### config.mk
export PLATFORM = sky130hd
export DESIGN_NAME = fwd_hazard_unit
export DESIGN_NICKNAME = d
export VERILOG_FILES = /design/src/rtl/fwd_hazard_unit.sv
export SDC_FILE = /design/constraint.sdc
export NUM_CORES = 1
export LEC_CHECK = 0
export BUFFER_PORTS_ARGS = -buffer_cell sky130_fd_sc_hd__buf_2
export CORE_UTILIZATION = 48
export DETAILED_ROUTE_END_ITERATION = 7
export HOLD_SLACK_MARGIN = 0.06
export PLACE_DENSITY_LB_ADDON = 0.25
export SLEW_MARGIN = 40
export SYNTH_ARGS = -nofsm -noshare
export SYNTH_HDL_FRONTEND = slang
export SYNTH_SLANG_ARGS = --single-unit
### constraint.sdc
create_clock -name clk -period 2.1 [get_ports clk]
set_input_delay 0.105 -clock clk [delete_from_list [all_inputs] [get_ports clk]]
set_output_delay 0.105 -clock clk [all_outputs]
set_load 0.005 [all_outputs]
### src/rtl/fwd_hazard_unit.sv
// fwd_hazard_unit
//   Forwarding and hazard control for the 5-stage RV32I pipeline. A private
//   shadow pipeline (ex/mem/wb) mirrors the destination register, reg-write
//   and mem-read attributes of the instructions downstream of ID. The ID
//   operands are compared against it to:
//     - choose the EX operand mux sources (registered so they line up with
//       the instruction once it reaches EX),
//     - detect load-use hazards (1-cycle stall + bubble),
//     - flush IF/ID and ID/EX on a taken branch.
//
// Ports
//   clk, rst           clock, synchronous active-high reset
//   hold_i             global freeze; all state holds, stall_o/flush_o = 0
//   id_*_i             decoded fields of the instruction currently in ID
//   ex_branch_taken_i  EX resolved a taken branch/jump
//   forward_a_o/_b_o   operand mux selects: 0 regfile, 1 WB, 2 EX/MEM ALU
//   stall_o            hold PC and IF/ID, bubble into ID/EX
//   flush_o            kill IF/ID and ID/EX
//
// Optional feature (macro FWD_STATS_EN)
//   stall_cnt_o        edges on which stall_o was asserted
//   fwd_cnt_o          registering edges with any non-zero forward select
//   Both wrap modulo 2^STAT_W, clear on rst and hold under hold_i.
module fwd_hazard_unit #(
    parameter int REG_ADDR_W = 5,
    parameter int STAT_W     = 32
) (
    input  logic                  clk,
    input  logic                  rst,
    input  logic                  hold_i,
    input  logic                  id_valid_i,
    input  logic [REG_ADDR_W-1:0] id_rs1_i,
    input  logic [REG_ADDR_W-1:0] id_rs2_i,
    input  logic                  id_uses_rs1_i,
    input  logic                  id_uses_rs2_i,
    input  logic [REG_ADDR_W-1:0] id_rd_i,
    input  logic                  id_reg_write_i,
    input  logic                  id_mem_read_i,
    input  logic                  ex_branch_taken_i,
    output logic [1:0]            forward_a_o,
    output logic [1:0]            forward_b_o,
    output logic                  stall_o,
    output logic                  flush_o
`ifdef FWD_STATS_EN
   ,output logic [STAT_W-1:0]     stall_cnt_o,
    output logic [STAT_W-1:0]     fwd_cnt_o
`endif
);

    // Shadow pipeline: _p0 = EX entry, _p1 = MEM entry, _p2 = WB entry
    logic                  vld_p0, vld_p1, vld_p2;
    logic [REG_ADDR_W-1:0] rd_p0, rd_p1, rd_p2;
    logic                  rw_p0, rw_p1, rw_p2;
    logic                  mr_p0, mr_p1, mr_p2;

    logic       load_hit;
    logic       kill;
    logic [1:0] sel_a, sel_b;

    // Youngest producer wins. A load in EX has no result yet, so it is not
    // a forwarding source; that case is covered by the load-use stall.
    function automatic logic [1:0] fwd_sel(input logic [REG_ADDR_W-1:0] rs,
                                           input logic                  uses);
        fwd_sel = 2'd0;
        if (uses && vld_p0 && rw_p0 && !mr_p0 && (rd_p0 != '0) && (rd_p0 == rs))
            fwd_sel = 2'd2;
        else if (uses && vld_p1 && rw_p1 && (rd_p1 != '0) && (rd_p1 == rs))
            fwd_sel = 2'd1;
    endfunction

    // ID stage: hazard detection and select computation
    always_comb begin
        flush_o  = ex_branch_taken_i & ~hold_i;
        load_hit = id_valid_i & vld_p0 & mr_p0 & (rd_p0 != '0) &
                   ((id_uses_rs1_i & (id_rs1_i == rd_p0)) |
                    (id_uses_rs2_i & (id_rs2_i == rd_p0)));
        stall_o  = load_hit & ~flush_o & ~hold_i;
        kill     = flush_o | stall_o;
        sel_a    = fwd_sel(id_rs1_i, id_uses_rs1_i);
        sel_b    = fwd_sel(id_rs2_i, id_uses_rs2_i);
    end

    // ID -> EX -> MEM -> WB boundary: control (valid bits, selects)
    always_ff @(posedge clk) begin
        if (rst) begin
            vld_p0      <= 1'b0;
            vld_p1      <= 1'b0;
            vld_p2      <= 1'b0;
            forward_a_o <= 2'd0;
            forward_b_o <= 2'd0;
        end else if (!hold_i) begin
            vld_p2 <= vld_p1;
            vld_p1 <= vld_p0;
            vld_p0 <= id_valid_i & ~kill;
            if (kill) begin
                forward_a_o <= 2'd0;
                forward_b_o <= 2'd0;
            end else begin
                forward_a_o <= sel_a;
                forward_b_o <= sel_b;
            end
        end
    end

    // ID -> EX -> MEM -> WB boundary: entry payload, qualified by vld_pN
    always_ff @(posedge clk) begin
        if (!hold_i) begin
            rd_p2 <= rd_p1;
            rw_p2 <= rw_p1;
            mr_p2 <= mr_p1;
            rd_p1 <= rd_p0;
            rw_p1 <= rw_p0;
            mr_p1 <= mr_p0;
            rd_p0 <= id_rd_i;
            rw_p0 <= id_reg_write_i;
            mr_p0 <= id_mem_read_i;
        end
    end

`ifdef FWD_STATS_EN
    logic [STAT_W-1:0] stall_cnt_q, fwd_cnt_q;
    logic              fwd_event;

    assign fwd_event = ~hold_i & ~kill & ((sel_a != 2'd0) | (sel_b != 2'd0));

    // Statistics counters, updated on the same edges as the shadow pipeline
    always_ff @(posedge clk) begin
        if (rst) begin
            stall_cnt_q <= '0;
            fwd_cnt_q   <= '0;
        end else if (!hold_i) begin
            stall_cnt_q <= stall_cnt_q + {{(STAT_W-1){1'b0}}, stall_o};
            fwd_cnt_q   <= fwd_cnt_q + {{(STAT_W-1){1'b0}}, fwd_event};
        end
    end

    assign stall_cnt_o = stall_cnt_q;
    assign fwd_cnt_o   = fwd_cnt_q;
`endif

    // The register file is write-first, so the WB entry never feeds a
    // forwarding decision; it is tracked only to keep the shadow complete.
    logic unused_wb;
`ifdef FWD_STATS_EN
    assign unused_wb = ^{vld_p2, rd_p2, rw_p2, mr_p2};
`else
    assign unused_wb = ^{vld_p2, rd_p2, rw_p2, mr_p2, STAT_W};
`endif

endmodule

==> out/results.ini <==
[floorplanning]
dieArea_sq_mm=0.002128
ioPinCount=30
die_x_um=46.13
design.core.area_sq_mm=0.001783
initial_core_util=0.5242
die_y_um=46.13
row_count=15

[status]
outcome=completed

[sta]
worstMarginPinSlew_ns=0.5212
worst_clock_skew_ns=0.005608
rsz0062_at_grt=false
setup_violations=0
min_period_over_period=0.9184
tns_ns=0
slew_violations=0
min_period_ns=1.929
slew_headroom=0.6522
fmax_mhz=518.5
hold_viol=0

[grt]
grt_max_degree=15
grt_overflow=0
antenna_found_initial=0
grt_pass1_vias=700
grt_pass1_wl_mm=3.022
track_usage=0.2109

[synth]
synthSimpleGateAreaFrac=0.1633
synth_compound_area_frac=0.07631
synth_top_family_by_area=XOR/XNOR gates
ys_types=25
synth_fa_ha_area_frac=0
synthXorXnorAreaFrac=0.1874
synth-seq-cells=19
synth.yosys.seq_area_share=0.5462
ys_warn_count=0
synth_nets=103
syn-cell-area_sq_um=934.6
netlist_instances=79
syn_avg_cell_area_sq_um=11.83
synth_mux_area_frac=0.01071

[finish]
area_growth_pct=29.85
antennaDiodeCount=0
fillers=130
multi_input_area_sq_um=409.1
final_nets=144
seq_area_sq_um=510.5
drive_gt1_frac=0.3109

[drt]
drc_errors=0
antenna_left=0
first_iter_violations=5
wirelength_mm=1.835
drt_pass1_iterations=4
num_vias=720
wl_per_cell_um=12.74
viasPerCell=5.000

[worst_setup_path]
start_kind=register
cp_num_cells=5
r2r_slack_ns=0.38
cp_num_buf_inv=1
critPathSlowestCell=edfxtp_1
criticalPathCategory=register to primary output
cp_cell_sequence=xnor2_1 > nand4_1 > o22ai_1 > nor3b_2 > buf_2
worst_ep_arrival_time_ns=1.82
crit_family=flip-flops
r2r_end=forward_a_o[0]
ff2ff_path_depth=4
crit_path_end=stall_o
critPathLaunch=rd_p0[4]
reg2reg_from=rd_p0[0]
endpoint_kind=primary output
cpPeakStageDelay_ns=0.52
crit_path_max_fanout=5
required_ns=2.00

[pwr]
leakage_nw=0.4675
power_density_mw_per_mm2=602.9
total_power_mw=0.7317
max-vdd-ir-drop_mv=0.4155

[worst_hold_path]
worstHoldStart=id_uses_rs2_i
whs_path_depth=3
hold_class=input pin to register

[run]
maxCapViolCount=0

[clocking]
cts_tree=yes
cts_buffers=3
clock_latency_ns=0.29
clock-sinks=19
cts_resized=0
path_clk_slew_ns=0.11
h-tree-depth=1
root_buffer=clkbuf_4
cts_buffer_depth=2

[place]
gp_congestion=0.8235
place_hpwl_mm=1.404
numPortBuffers=29

worst min path at each step:
stage               slack (ns)              to
finish                    0.08  forward_b_o[0]
global route              0.06  forward_b_o[0]
CTS                       0.08  forward_b_o[0]
detailed placement        0.28        rd_p0[2]
global placement          0.28        rd_p0[4]
floorplan                 0.18  forward_a_o[1]
report_power, final:
group	internal, mW	switching [mW]	leakage (nW)
clock	0.0738	0.107	0.0150
combinational	0.0587	0.0469	0.277
sequential	0.424	0.0218	0.176
flip-flops by register name (all words and copies together), names as in the netlist:
signal / flops
forward_a_o: 2
rw_p1: 1
forward_b_o: 2
rd_p0: 5
rw_p0: 1
mr_p0: 1
rd_p1: 5
vld_p0: 1
vld_p1: 1
repair_timing:
action	4_1_cts	5_1_grt
hold buffers	8	0
endpoints found under the hold margin	10	0
setup buffers	0	0
worst reg2reg max path, delay by kind of cell (launching register included):
| family | cells | cell delay (ns) |
|---|---|---|
| AND/OR/NAND/NOR | 2 | 0.66 |
| AO/OA/AOI/OAI | 2 | 0.51 |
| flip-flops | 1 | 0.47 |
cells in the mapped netlist:
master,instances,area (sq um)
o31ai_1,1,7.510
nand3b_1,1,7.510
nand4_1,3,18.77
mux2i_1,1,10.01
o21ai_1,1,5.000
xnor2_1,12,105.1
nor2b_1,1,6.260
o22ai_1,2,12.51
nand3_1,3,15.01
edfxtp_1,13,390.4
o2111ai_2,1,15.01
a22oi_1,2,15.01
nor3_1,2,10.01
nor3b_2,1,12.51
dfxtp_1,6,120.1
nand2_1,5,18.77
o41ai_2,1,16.27
inv_1,3,11.26
clkbuf_1,1,3.750
xor2_1,8,70.07
nor2_1,6,22.52
or4_1,1,7.510
nor3_2,1,10.01
or4_4,1,11.26
nor4_1,2,12.51
cell type report:
cell class / instances / area share
inverters: 3 / 0.009278
flip-flops and latches: 19 / 0.4206
clock buffers: 4 / 0.02165
well taps: 25 / 0.02577
repair buffers: 37 / 0.1856
multi-input cells: 56 / 0.3371
cells by family after synthesis:
kind of cell    count (synthesis)
simple gates                   27
xor+xnor                       20
flops                          19
compound gates                  8
buf+inv                         4
mux                             1
layout by cell type (no fill, tap or decap), types with 2 or more instances in the layout:
cell type,n
edfxtp_1,13
buf_2,29
nand4_1,3
inv_1,3
nor4_1,2
nand2_1,5
xor2_1,8
dfxtp_1,6
dlygate4sd3_1,8
a22oi_1,2
nor2_1,6
o22ai_1,2
clkbuf_4,3
nor3_1,2
nand3_1,3
xnor2_1,12
metrics by stage:
stage | setup slack [ns] | hold WS [ns] | std cells | utilization | area [sq um]
after detailed placement | 0.3815 | 0.2841 | 132 | 0.6211 | 1107
after floorplan | 0.4873 | 0.1774 | 79 | - | 934.6
final | 0.1714 | 0.08359 | 144 | 0.6807 | 1214
after global routing | 0.03039 | 0.06337 | 144 | 0.6807 | 1214
after global placement | 0.4458 | 0.2817 | 132 | 0.6211 | 1107
after CTS | 0.1548 | 0.08396 | 144 | 0.6807 | 1214
metal layers:
layer,part of all wire,GRT usage,vias up,routed length (um)
li1,-,-,369,-
met1,0.49,0.2665,329,892
met2,0.47,0.3380,20,866
met3,0.030,0.05882,2,55
met4,0.011,0.08824,0,21
met5,0,0,-,0
Note: power is estimated with default switching activity, not from simulation.
